$ cat src/rtl/vga_fetch_pkg.sv
// Shared types and constants for the VGA scan-out fetch scheduler.
// FSM state encoding and the per-word address step.
package vga_fetch_pkg;

  typedef logic [2:0] state_t;

  localparam state_t IDLE = 3'd0;
  localparam state_t FILL = 3'd1;
  localparam state_t READ = 3'd2;
  localparam state_t PUSH = 3'd3;
  localparam state_t DONE = 3'd4;

  localparam int ADDR_STEP = 2;

endpackage

$ cat src/rtl/vga_fetch_addr_gen.sv
// Frame address and word counter for the fetch scheduler.
// Loads on restart, steps one 16-bit word per push, flags the last word.
module vga_fetch_addr_gen
  import vga_fetch_pkg::*;
#(
  parameter int ADDR_W = 32
) (
  input  logic              clk,
  input  logic              reset_n,
  input  logic              load,
  input  logic [ADDR_W-1:0] load_base,
  input  logic              inc,
  input  logic [15:0]       frame_words,
  output logic [ADDR_W-1:0] addr,
  output logic              last
);

  localparam logic [ADDR_W-1:0] STEP = ADDR_W'(ADDR_STEP);

  logic [ADDR_W-1:0] addr_d, addr_q;
  logic [15:0]       cnt_d, cnt_q;

  // Load wins over increment; address wraps naturally.
  always_comb begin
    addr_d = addr_q;
    cnt_d  = cnt_q;
    if (load) begin
      addr_d = load_base;
      cnt_d  = 16'd0;
    end else if (inc) begin
      addr_d = addr_q + STEP;
      cnt_d  = cnt_q + 16'd1;
    end
  end

  // Address and count registers.
  always_ff @(posedge clk or negedge reset_n) begin
    if (!reset_n) begin
      addr_q <= '0;
      cnt_q  <= '0;
    end else begin
      addr_q <= addr_d;
      cnt_q  <= cnt_d;
    end
  end

  assign addr = addr_q;
  assign last = (cnt_q + 16'd1) == frame_words;

endmodule

$ cat src/rtl/vga_fetch_sched.sv
// VGA frame fetch scheduler: Avalon-MM reads into a line FIFO.
// Optional double-buffer swap under VGA_FETCH_SWAP_EN.
module vga_fetch_sched
  import vga_fetch_pkg::*;
#(
  parameter int ADDR_W     = 32,
  parameter int USEDW_W    = 12,
  parameter int HIGH_WATER = 4000
) (
  input  logic               clk,
  input  logic               reset_n,
  input  logic               enable,
  input  logic [ADDR_W-1:0]  frame_base,
  input  logic [15:0]        frame_words,
  input  logic               vsync_pulse,
  input  logic               clr_underrun,
  output logic [ADDR_W-1:0]  avm_read_address,
  output logic               avm_read_read,
  input  logic [15:0]        avm_read_readdata,
  input  logic               avm_read_waitrequest,
  input  logic [USEDW_W-1:0] fifo_wrusedw,
  output logic               fifo_write,
  output logic [15:0]        fifo_writedata,
`ifdef VGA_FETCH_SWAP_EN
  input  logic [ADDR_W-1:0]  back_base,
  input  logic               swap_req,
  output logic               swap_done,
`endif
  output logic               busy,
  output logic               underrun
);

  localparam logic [USEDW_W-1:0] HW = USEDW_W'(HIGH_WATER);

  state_t      state_d, state_q;
  logic [15:0] data_d, data_q;
  logic        pend_d, pend_q;
  logic        ur_d, ur_q;
  logic        restart;
  logic        inc;
  logic        cap;
  logic        set_ur;
  logic        last;
  logic        has_words;
  logic [ADDR_W-1:0] base_sel;

  assign has_words = frame_words != 16'd0;

  // Next-state logic; restart relatches base and clears the count.
  always_comb begin
    state_d = state_q;
    pend_d  = pend_q;
    restart = 1'b0;
    inc     = 1'b0;
    cap     = 1'b0;
    set_ur  = 1'b0;
    unique case (state_q)
      IDLE: begin
        if (vsync_pulse && enable && has_words) begin
          restart = 1'b1;
          state_d = FILL;
        end
      end
      FILL: begin
        set_ur = vsync_pulse;
        if (!enable) begin
          state_d = IDLE;
        end else if (vsync_pulse) begin
          restart = 1'b1;
        end else if (fifo_wrusedw < HW) begin
          state_d = READ;
        end
      end
      READ: begin
        set_ur = vsync_pulse;
        if (vsync_pulse) pend_d = 1'b1;
        if (!avm_read_waitrequest) begin
          if (pend_q || vsync_pulse) begin
            restart = 1'b1;
            pend_d  = 1'b0;
            state_d = FILL;
          end else begin
            cap     = 1'b1;
            state_d = PUSH;
          end
        end
      end
      PUSH: begin
        set_ur = vsync_pulse;
        if (!enable) begin
          inc     = 1'b1;
          state_d = IDLE;
        end else if (vsync_pulse) begin
          restart = 1'b1;
          state_d = FILL;
        end else begin
          inc     = 1'b1;
          state_d = last ? DONE : FILL;
        end
      end
      DONE: begin
        if (!enable) begin
          state_d = IDLE;
        end else if (vsync_pulse && has_words) begin
          restart = 1'b1;
          state_d = FILL;
        end
      end
      default: state_d = IDLE;
    endcase
  end

  // Read data capture and sticky underrun; set wins over clear.
  always_comb begin
    data_d = cap ? avm_read_readdata : data_q;
    ur_d   = (ur_q & ~clr_underrun) | set_ur;
  end

  // Control registers.
  always_ff @(posedge clk or negedge reset_n) begin
    if (!reset_n) begin
      state_q <= IDLE;
      data_q  <= '0;
      pend_q  <= 1'b0;
      ur_q    <= 1'b0;
    end else begin
      state_q <= state_d;
      data_q  <= data_d;
      pend_q  <= pend_d;
      ur_q    <= ur_d;
    end
  end

`ifdef VGA_FETCH_SWAP_EN
  logic swap_pend_d, swap_pend_q;
  logic swap_done_d, swap_done_q;

  // Pending swap is consumed by the next restart; a new request wins.
  always_comb begin
    swap_pend_d = swap_pend_q;
    if (restart) swap_pend_d = 1'b0;
    if (swap_req) swap_pend_d = 1'b1;
    swap_done_d = restart & swap_pend_q;
    base_sel    = swap_pend_q ? back_base : frame_base;
  end

  // Swap bookkeeping registers.
  always_ff @(posedge clk or negedge reset_n) begin
    if (!reset_n) begin
      swap_pend_q <= 1'b0;
      swap_done_q <= 1'b0;
    end else begin
      swap_pend_q <= swap_pend_d;
      swap_done_q <= swap_done_d;
    end
  end

  assign swap_done = swap_done_q;
`else
  assign base_sel = frame_base;
`endif

  vga_fetch_addr_gen #(
    .ADDR_W(ADDR_W)
  ) u_addr_gen (
    .clk        (clk),
    .reset_n    (reset_n),
    .load       (restart),
    .load_base  (base_sel),
    .inc        (inc),
    .frame_words(frame_words),
    .addr       (avm_read_address),
    .last       (last)
  );

  assign avm_read_read  = state_q == READ;
  assign fifo_write     = state_q == PUSH;
  assign fifo_writedata = data_q;
  assign busy           = (state_q == FILL) ||
                          (state_q == READ) ||
                          (state_q == PUSH);
  assign underrun       = ur_q;

endmodule

$ cat config.mk
export PLATFORM = sky130hd
export DESIGN_NAME = vga_fetch_sched
export DESIGN_NICKNAME = d
export VERILOG_FILES = /design/src/rtl/vga_fetch_pkg.sv /design/src/rtl/vga_fetch_addr_gen.sv /design/src/rtl/vga_fetch_sched.sv
export SDC_FILE = /design/constraint.sdc
export NUM_CORES = 1
export LEC_CHECK = 0
export BUFFER_PORTS_ARGS = -buffer_cell sky130_fd_sc_hd__buf_2
export CAP_MARGIN = 10
export CORE_MARGIN = 5
export CORE_UTILIZATION = 55
export DETAILED_ROUTE_END_ITERATION = 12
export PLACE_DENSITY = 0.93
export SLEW_MARGIN = 15
export SYNTH_ARGS = -nofsm -noshare
export SYNTH_HDL_FRONTEND = slang
export SYNTH_SLANG_ARGS = --single-unit
$ cat constraint.sdc
create_clock -name clk -period 8.05 [get_ports clk]
set_input_delay 1.61 -clock clk [delete_from_list [all_inputs] [get_ports clk]]
set_output_delay 1.61 -clock clk [all_outputs]
set_load 0.01 [all_outputs]
== Yosys cells after proc, flatten, opt, wreduce, memory -nomap -nowiden ==
Cells that the tools add are included.

* Add/subtract/negate cells: 2
* $mul: 0
* Div/mod/pow operators: 0
* $lt $le $gt $ge: 1
* Eq/ne operators: 10
* Shifts and indexed selects: 0
* Mux-type cells: 34
* Bitwise gates (word level): 3
* Reduce and logical (&&, ||, !) cells: 12

{| class="wikitable"
|+ Operator list
! kind !! count
|-
| 32-bit two-way mux || 2
|-
| 32-bit by 2-bit adder with 32-bit output (second input constant) || 1
|-
| 16-bit two-way mux || 2
|-
| 3-bit two-way mux || 10
|-
| 1-bit two-way mux || 17
|-
| 16-bit by 1-bit adder with 16-bit output (second input constant) || 1
|-
| 16-bit equality test || 1
|-
| 16-bit nonzero test || 1
|-
| 3-bit case mux with 5 select lines || 1
|-
| 12-bit less-than comparator (second input constant) || 1
|-
| 3-bit != test (second input constant) || 3
|-
| 3-bit by 2-bit equality test with 1-bit output (second input constant) || 2
|-
| 5-bit AND reduction || 1
|-
| 2-bit != test (second input constant) || 2
|-
| 1-bit case mux with 4 select lines || 1
|-
| 3-bit by 1-bit equality test with 1-bit output (second input constant) || 1
|-
| 3-bit equality test (second input constant) || 1
|-
| 1-bit logical AND || 3
|-
| 3-bit zero test || 1
|-
| 1-bit logical OR || 3
|-
| 3-bit OR reduction || 1
|-
| 2-bit two-way mux || 1
|-
| 2-bit nonzero test || 1
|-
| 2-bit OR reduction || 1
|-
| other kinds (3) || 3
|}

* Register bits: 69
* Latch bits: 0
* RAM bits: 0
* Bits in read-only memories: 0
* Bits of input ports: 82
* Output and inout port bits: 52
* Logic and storage cells: 68
* Memories kept: 0

== Longest topological paths before layout ==
Gate-level depths: netlist (run 1).

* Word-level depth: 6
* Gate-level depth with buffers: 9
* Depth with buffers taken out: 7

== Hierarchy ==
A second synthesis (run 1) with hierarchy kept.

* Cells, all modules: 427
* Area total of the unflattened synthesis: 4,056.4 um^2

{| class="wikitable"
|+ By module, submodules not included
! module !! instances !! cells an instance !! area an instance (um^2)
|-
| vga_fetch_addr_gen || 1 || 339 || 2,992.9
|-
| vga_fetch_sched || 1 || 88 || 1,063.5
|}

== Worst setup path after synthesis (run 1) ==
OpenSTA, ideal clock, no wires.

* Path type: in2reg
* Start: input port vsync_pulse
* End: register state_q[0]
* Library setup time: 119 ps
* Arrival time: 3,412 ps
* Path slack: 4,519 ps
* Stages: 5
* Path through: buf_4 -> or4_1 -> or4_1 -> or4_1 -> o21a_1

* Word-level cells in the longest chain between the ends: 4

{| class="wikitable"
|+ Ends and longest elaborated chain
! what !! line !! RTL
|-
| start: declaration || vga_fetch_sched.sv:15 || <nowiki>input logic vsync_pulse,</nowiki>
|-
| 1-bit logical AND (2 in series) || vga_fetch_sched.sv:59 || <nowiki>if (vsync_pulse && enable && has_words) begin</nowiki>
|-
| 2-bit != test (no line) || - ||
|-
| 5-bit AND reduction (no line) || - ||
|-
| end signal: assignment || vga_fetch_sched.sv:127 || <nowiki>state_q <= state_d;</nowiki>
|-
| end: declaration || vga_fetch_sched.sv:35 || <nowiki>state_t state_d, state_q;</nowiki>
|}

Parallel ways exist; a longest one is shown, timed or not.
A chain may end at the register's enable or synchronous reset.

== Worst setup path after layout (run 1) ==
* Start: input port frame_words[11]
* End: register u_addr_gen.addr_q[1] (netlist: u_addr_gen.addr[1])

* Word-level cells in the longest chain between the ends: 6

{| class="wikitable"
|+ Ends and longest elaborated chain
! what !! line !! RTL
|-
| start: declaration || vga_fetch_sched.sv:14 || <nowiki>input logic [15:0] frame_words,</nowiki>
|-
| 16-bit nonzero test * || vga_fetch_sched.sv:47 || <nowiki>assign has_words = frame_words != 16'd0;</nowiki>
|-
| 1-bit logical AND || vga_fetch_sched.sv:104 || <nowiki>end else if (vsync_pulse && has_words) begin</nowiki>
|-
| 1-bit two-way mux || vga_fetch_sched.sv:104 ||
|-
| 1-bit two-way mux || vga_fetch_sched.sv:102 || <nowiki>if (!enable) begin</nowiki>
|-
| 1-bit case mux with 4 select lines * || vga_fetch_sched.sv:57 || <nowiki>unique case (state_q)</nowiki>
|-
| 32-bit two-way mux / 2-bit nonzero test (equally long branches) || - ||
|-
| end signal: assignment || vga_fetch_addr_gen.sv:42 || <nowiki>addr_q <= addr_d;</nowiki>
|-
| end: declaration || vga_fetch_addr_gen.sv:20 || <nowiki>logic [ADDR_W-1:0] addr_d, addr_q;</nowiki>
|}

Mark *: on every way between the ends. The rest lies on a longest branch, timed or not.

==> flow_metrics.env, run 1 <==
export IMPL_outcome="finished clean"
export IMPL_antenna_found_initial=0
export IMPL_min_path_type="reg -> reg"
export IMPL_cp_arrival_ns=4.31
export IMPL_gp_congestion=0.900
export IMPL_rsz0062_at_grt="false"
export IMPL_worstMarginPinSlew_ns=1.14
export IMPL_cts_sinks=69
export IMPL_synth_top_area_frac=0.430
export IMPL_seqCellArea_um2=1730
export IMPL_worstPathMaxFanout=13
export IMPL_syn2layout_area_growth_pct=22.1
export IMPL_whs_ns=0.495
export IMPL_async_reset_ff_frac=1.00
export IMPL_max_vdd_ir_drop_mv=0.182
export IMPL_yosysSeqAreaShare=0.430
export IMPL_p_seq_frac=0.419
export IMPL_synth_flop_cell="dfrtp_1"
export IMPL_critPathLaunchType="input pin"
export IMPL_cts_resized=0
export IMPL_syn_inst=447
export IMPL_switching_share=0.385
export IMPL_whs_endpoint="u_addr_gen.addr[0]"
export IMPL_crit_family="compound AO/OA/AOI/OAI gates"
export IMPL_hp_start="u_addr_gen.addr[0]"
export IMPL_initial_core_util=0.560
export IMPL_layout_drive_gt1_share=0.296
export IMPL_p_leak_nw=2.24
export IMPL_filler_cell_count=586
export IMPL_switchingPower_mw=0.559
export IMPL_clk_pin_slew_ns=0.08
export IMPL_drc_errors=0
export IMPL_grt_pass1_vias=3657
export IMPL_rows=31
export IMPL_clock_fmax_mhz=245
export IMPL_clk_latency_ns=0.35
export IMPL_wl_um=11200
export IMPL_slew_violations=0
export IMPL_yosysWarnings=0
export IMPL_io_buffers=128
export IMPL_stdcell_area_um2=4910
export IMPL_insertedDiodeCount=0
export IMPL_ys_seq_elements=69
export IMPL_detailed_place_hpwl_um=7980
export IMPL_relSlewSlack=0.242
export IMPL_final_hold_viol_count=0
export IMPL_synth_area_leader_cell="dfrtp_1"
export IMPL_coreArea_um2=7180
export IMPL_io_pins=134
export IMPL_reg2reg_depth=7
export IMPL_overflow=0
export IMPL_hold_buffers=0
export IMPL_clockBufferDepth=2
export IMPL_p_total_mw=1.45
export IMPL_cts_setup_buffers=0
export IMPL_vias=3989
export IMPL_whs_path_depth=2
export IMPL_worstSetupPathType="in -> reg"
export IMPL_cp_cell_sequence="buf_2, nor4_1, a41oi_1, o32ai_2, nand2_1, o221a_2"
export IMPL_post_route_period_util=0.507
export IMPL_reg2reg_from="u_addr_gen.cnt_q[0]"
export IMPL_grt_max_degree=70
export IMPL_path_buf_inv=1
export IMPL_syn_nets=531
export IMPL_maxCapViolCount=0
export IMPL_skew_ns=0.0107
export IMPL_period_needed_ns=4.08
export IMPL_htreeDepth=3
export IMPL_die_height_um=95.5
export IMPL_worst_path_max_delay_cell="o32ai_2"
export IMPL_synth_commonest_cells="dfrtp_1, nand2_1, o21ai_0, nand3_1, nor2_1"
export IMPL_cts_tree="yes"
export IMPL_drtIter0Drc=301
export IMPL_die_w_um=95.5
export IMPL_reg2reg_slack_ns=5.00
export IMPL_multi_input_area_um2=2150
export IMPL_synth_most_common_cell="dfrtp_1"
export IMPL_post_drt_wl_per_cell_um=16.7
export IMPL_power_internal_mw=0.894
export IMPL_nets=649
export IMPL_place_area_um2=4680
export IMPL_clkPwrFrac=0.219
export IMPL_drt_antenna_violating_nets=0
export IMPL_die_area_um2=9120
export IMPL_rr_endpoint="state_q[0]"
export IMPL_end_kind="flip-flop"
export IMPL_synth_cell_area_um2=4020
export IMPL_numCtsBuffers=9
export IMPL_worstPathRequired_ns=8.28
export IMPL_grt_util_all_layers=0.240
export IMPL_avgSynthCellArea_um2=8.99
export IMPL_drtPass1Iterations=5
export IMPL_synth_edff_count=0
export IMPL_grt_pass1_wl_um=17300
export IMPL_vias_per_cell=5.96
export IMPL_root_buffer="clkbuf_8"
export IMPL_cpPeakStageDelay_ns=1.02
export IMPL_setup_violations=0
export IMPL_ys_top_cells_by_area="dfrtp_1, nand2_1, o21ai_0, mux2_2, xor2_1"
export IMPL_setup_tns_ns=0
export IMPL_combPwrFrac=0.363
export IMPL_ys_types=53
export IMPL_power_density_nw_per_um2=296
==> per-layer routing <==
layer,global-route usage,up-vias,share of wire
met5,0,-,0
met4,0.0758,0,0.014
met3,0.0513,16,0.079
met2,0.391,184,0.48
met1,0.321,1906,0.42
li1,-,1883,-
==> power by group through the flow <==
stage                     logic [mW]  registers, mW  clock network (mW)
after floorplan                0.248          0.646                   0
after global placement         0.512          0.597                   0
after detailed placement       0.527          0.609                   0
after CTS                      0.533          0.604               0.323
after global routing           0.578          0.625               0.337
final                          0.527          0.608               0.317
==> layout by cell type, fill, tap and decap left out, types with 2 or more instances in the layout <==
cell       instances
xnor2_1           16
inv_1              6
nor4_1             9
mux2i_1            2
o21ai_0           46
buf_2            128
o211ai_1           5
nand2_1           65
mux2_2            17
a21oi_1           13
dfrtp_1           69
ha_1               2
or3_1              4
or4_1              4
clkbuf_8          10
o22ai_1            2
o21a_1             2
and2_1             6
nand4_1           13
buf_4              2
a31oi_1            8
o21bai_1           2
bufinv_16          2
xor2_1            17
o31ai_1            4
nand3_1           28
a211oi_1           2
and3_1            11
o41ai_1            2
a22oi_1            3
nor3_1             9
o221a_2            2
and4_1             7
nor2_1            24
a221o_1            2
o311ai_0           4
==> worst min-delay path, stage by stage (launching register included) <==
cell and delay [ns]:
dfrtp_1 0.35, nand2_1 0.06, nand2_1 0.06
==> flip-flops by register name (all words and copies together) (netlist names) <==
signal            count
u_addr_gen.cnt_q     16
state_q               3
underrun              1
fifo_writedata       16
u_addr_gen.addr      32
pend_q                1
==> metrics by stage <==
stage,util,instances,setup WS [ns]
finish,0.684,669,3.97
floorplan,-,447,4.52
global placement,0.652,653,3.42
global route,0.684,669,3.89
CTS,0.684,669,3.69
detailed placement,0.652,653,3.41
==> area by class of cell <==
| cell class | count | area share |
|---|---|---|
| well taps | 99 | 0.0252 |
| clock buffers | 11 | 0.0288 |
| clock inverters | 5 | 0.0168 |
| multi-input cells | 349 | 0.439 |
| repair buffers | 130 | 0.134 |
| flip-flops and latches | 69 | 0.352 |
| inverters | 6 | 0.00459 |
==> how the worst max path moves through the flow <==
stage / startpoint / end / slack, ns / depth (start not counted)
2_1_floorplan: vsync_pulse / state_q[0] / 4.52 / 5
6_report: frame_words[11] / u_addr_gen.addr[1] / 3.97 / 6
3_3_place_gp: frame_words[12] / u_addr_gen.addr[11] / 3.42 / 8
4_1_cts: frame_words[12] / u_addr_gen.addr[5] / 3.69 / 8
3_5_place_dp: frame_words[12] / u_addr_gen.addr[11] / 3.41 / 8
5_1_grt: frame_words[12] / u_addr_gen.addr[5] / 3.89 / 8
==> kinds of logic after synthesis <==
family,count (synthesis),share of synthesized area
flops,69,0.430
simple gates,186,0.229
compound gates,109,0.173
mux,19,0.0526
xor+xnor,33,0.0719
buf+inv,29,0.0367
fa+ha+maj,2,0.00623
No activity file was read; power rests on OpenSTA's default activity.
==> run 2: changes to the inputs <==
Settings changed: ABC_AREA set to 1, CORE_UTILIZATION 55 to 47, PLACE_DENSITY 0.93 to 0.84.
Clock period 8.05 ns to 3.6 ns, I/O delays scaled along.
==> run 2 against run 1 <==
Against the previous run:
- clock-buffer cell count is 2 lower
- design area is 9.5% higher
- sequential cell count stayed put
==> flow_metrics.env, run 2 <==
export IMPL_layout_common_cells="nand2_1, buf_2, dfrtp_1"
export IMPL_worstSetupPathType="in -> reg"
export IMPL_clk_latency_ns=0.34
export IMPL_synth_cell_area_um2=4420
export IMPL_clock_fmax_mhz=418
export IMPL_synth_flop_cell="dfrtp_1"
export IMPL_rows=35
export IMPL_synth_most_common_cell="nand2_1"
export IMPL_largest_reg_flops=32
export IMPL_ys_types=37
export IMPL_syn2layout_area_growth_pct=21.6
export IMPL_cp_cell_sequence="buf_2, nor2_1, nand3_1, nor2_1, nand2_1, nand3_1, o21ai_1, nand2_1, nand3_2, inv_1, o21ai_0, nand2_1, nand2_1"
export IMPL_final_common_cell="nand2_1"
export IMPL_reg2reg_from="state_q[1]"
export IMPL_syn_nets=693
export IMPL_p_leak_nw=2.75
export IMPL_ys_seq_elements=69
export IMPL_slew_violations=0
export IMPL_rr_endpoint="u_addr_gen.addr[27]"
export IMPL_crit_top_cell="nand2_1"
export IMPL_worstPathMaxFanout=20
export IMPL_avgSynthCellArea_um2=7.25
export IMPL_nets=823
export IMPL_cts_resized=0
export IMPL_maxCapViolCount=0
export IMPL_drtIter0Drc=294
export IMPL_numCtsBuffers=9
export IMPL_io_buffers=128
export IMPL_drtPass1Iterations=5
export IMPL_drc_errors=0
export IMPL_grt_pass1_wl_um=20900
export IMPL_period_needed_ns=2.39
export IMPL_die_area_um2=11400
export IMPL_skew_ns=0.00781
export IMPL_drt_antenna_violating_nets=0
export IMPL_insertedDiodeCount=0
export IMPL_htreeDepth=3
export IMPL_gp_congestion=0.919
export IMPL_yosysSeqAreaShare=0.391
export IMPL_max_vdd_ir_drop_mv=0.391
export IMPL_grt_util_all_layers=0.222
export IMPL_worstPathRequired_ns=3.83
export IMPL_path_buf_inv=2
export IMPL_final_hold_viol_count=0
export IMPL_post_drt_wl_per_cell_um=14.6
export IMPL_post_route_period_util=0.665
export IMPL_detailed_place_hpwl_um=9250
export IMPL_cts_tree="yes"
export IMPL_antenna_found_initial=0
export IMPL_synth_top_area_frac=0.391
export IMPL_layout_drive_gt1_share=0.253
export IMPL_cts_setup_buffers=0
export IMPL_whs_ns=0.472
export IMPL_busiest_layer="met2"
export IMPL_cp_arrival_ns=2.62
export IMPL_yosysWarnings=0
export IMPL_worst_path_max_delay_cell="inv_1"
export IMPL_coreArea_um2=9200
export IMPL_async_reset_ff_frac=1.00
export IMPL_synth_area_leader_cell="dfrtp_1"
export IMPL_crit_family="simple AND/OR/NAND/NOR gates"
export IMPL_clockBufferDepth=2
export IMPL_setup_tns_ns=0
export IMPL_ys_top_cells_by_area="dfrtp_1, nand2_1, nand3_1, inv_1, nor2_1"
export IMPL_grtUsageMet1=0.272
export IMPL_critPathLaunchType="input pin"
export IMPL_end_kind="flip-flop"
export IMPL_grt_max_degree=70
export IMPL_syn_inst=609
export IMPL_outcome="finished clean"
export IMPL_die_w_um=107
export IMPL_cpPeakStageDelay_ns=0.50
export IMPL_reg2reg_depth=10
export IMPL_worstMarginPinSlew_ns=0.916
export IMPL_clk_pin_slew_ns=0.08
export IMPL_initial_core_util=0.480
export IMPL_met2_usage=0.384
export IMPL_grt_use_met3=0.0626
export IMPL_rsz0062_at_grt="false"
export IMPL_vias_per_cell=5.40
export IMPL_overflow=0
export IMPL_relSlewSlack=0.389
export IMPL_io_pins=134
export IMPL_cts_sinks=69
export IMPL_die_height_um=107
export IMPL_critical_path_cell_count=13
export IMPL_min_path_type="reg -> reg"
export IMPL_root_buffer="clkbuf_8"
export IMPL_wl_um=12500
export IMPL_cp_startpoint="frame_words[13]"
export IMPL_grt_pass1_vias=4619
export IMPL_reg2reg_slack_ns=1.40
export IMPL_power_density_nw_per_um2=648
export IMPL_hold_buffers=0
export IMPL_synth_edff_count=0
export IMPL_cp_endpoint="u_addr_gen.addr[27]"
export IMPL_vias=4617
export IMPL_synth_commonest_cells="nand2_1, dfrtp_1, inv_1, nand3_1, nor2_1"
export IMPL_setup_violations=0
## run 2: changes by cell type in the layout (fill, tap and decap cells not counted), sizes merged, moves of 5 or more
cell,previous run,this run
and3,11,0
xnor2,16,9
inv,7,71
o22ai,2,7
nor2,25,57
nor4,9,4
nand3,28,57
nand2,65,204
a21oi,14,6
and2,6,0
and4,7,0
a31oi,8,0
o21ai,46,30
## run 2: kinds of logic after synthesis
logic type                 Yosys count  share of synthesized area
muxes                               16                     0.0408
DFF                                 69                      0.391
buffers and inverters               84                     0.0785
AOI/OAI and AO/OA                   58                     0.0776
and+or+nand+nor                    353                      0.350
xor gates and xnor gates            27                     0.0567
adders and majority gates            2                    0.00566
## run 2: layout make-up
class	instances	area (µm²)
clock buffer	9	124
fill	854	3820
sequential	69	1730
timing repair buffer	133	678
tap	111	139
multi-input combinational	456	2340
inverter	70	263
clock inverter	7	98.8
## run 2: worst min path at each step
stage | to | cells after the start | slack [ns] | startpoint
global placement | u_addr_gen.addr[0] | 2 | 0.46 | u_addr_gen.addr[0]
CTS | u_addr_gen.addr[0] | 2 | 0.47 | u_addr_gen.addr[0]
finish | u_addr_gen.addr[0] | 2 | 0.47 | u_addr_gen.addr[0]
global route | fifo_writedata[0] | 1 | 0.51 | fifo_writedata[0]
floorplan | fifo_writedata[0] | 0 | 0.42 | reset_n
detailed placement | u_addr_gen.addr[0] | 2 | 0.45 | u_addr_gen.addr[0]
## run 2: through the flow
stage / utilization / cell area, µm² / power [mW] / setup slack [ns] / std cells
floorplan: - / 4420 / 2.20 / 1.62 / 609
global placement: 0.560 / 5150 / 2.70 / 1.00 / 839
detailed placement: 0.560 / 5150 / 2.76 / 0.909 / 839
CTS: 0.584 / 5370 / 3.49 / 1.24 / 855
global route: 0.584 / 5370 / 3.74 / 0.974 / 855
finish: 0.584 / 5370 / 3.48 / 1.21 / 855
## run 2: layer usage
metal / routed length, µm / part of all wire / vias up
li1: - / - / 2232
met1: 5160 / 0.41 / 2178
met2: 5990 / 0.48 / 188
met3: 1130 / 0.091 / 19
met4: 163 / 0.013 / 0
met5: 0 / 0 / -
## run 2: worst register-to-register path, stage by stage (launching register included)
cell     delay (ns)
dfrtp_1        0.40
nor2_1         0.16
inv_1          0.10
nor2_1         0.21
o21ai_1        0.12
nand2_1        0.09
nand3_2        0.17
inv_1          0.50
o21ai_0        0.17
nand2_1        0.11
nand2_1        0.06
## run 2: power by group
part,internal (mW),switching (mW),total (mW)
logic,0.567,0.857,1.42
clock network,0.394,0.328,0.722
registers,1.04,0.290,1.34
total,2.01,1.48,3.48
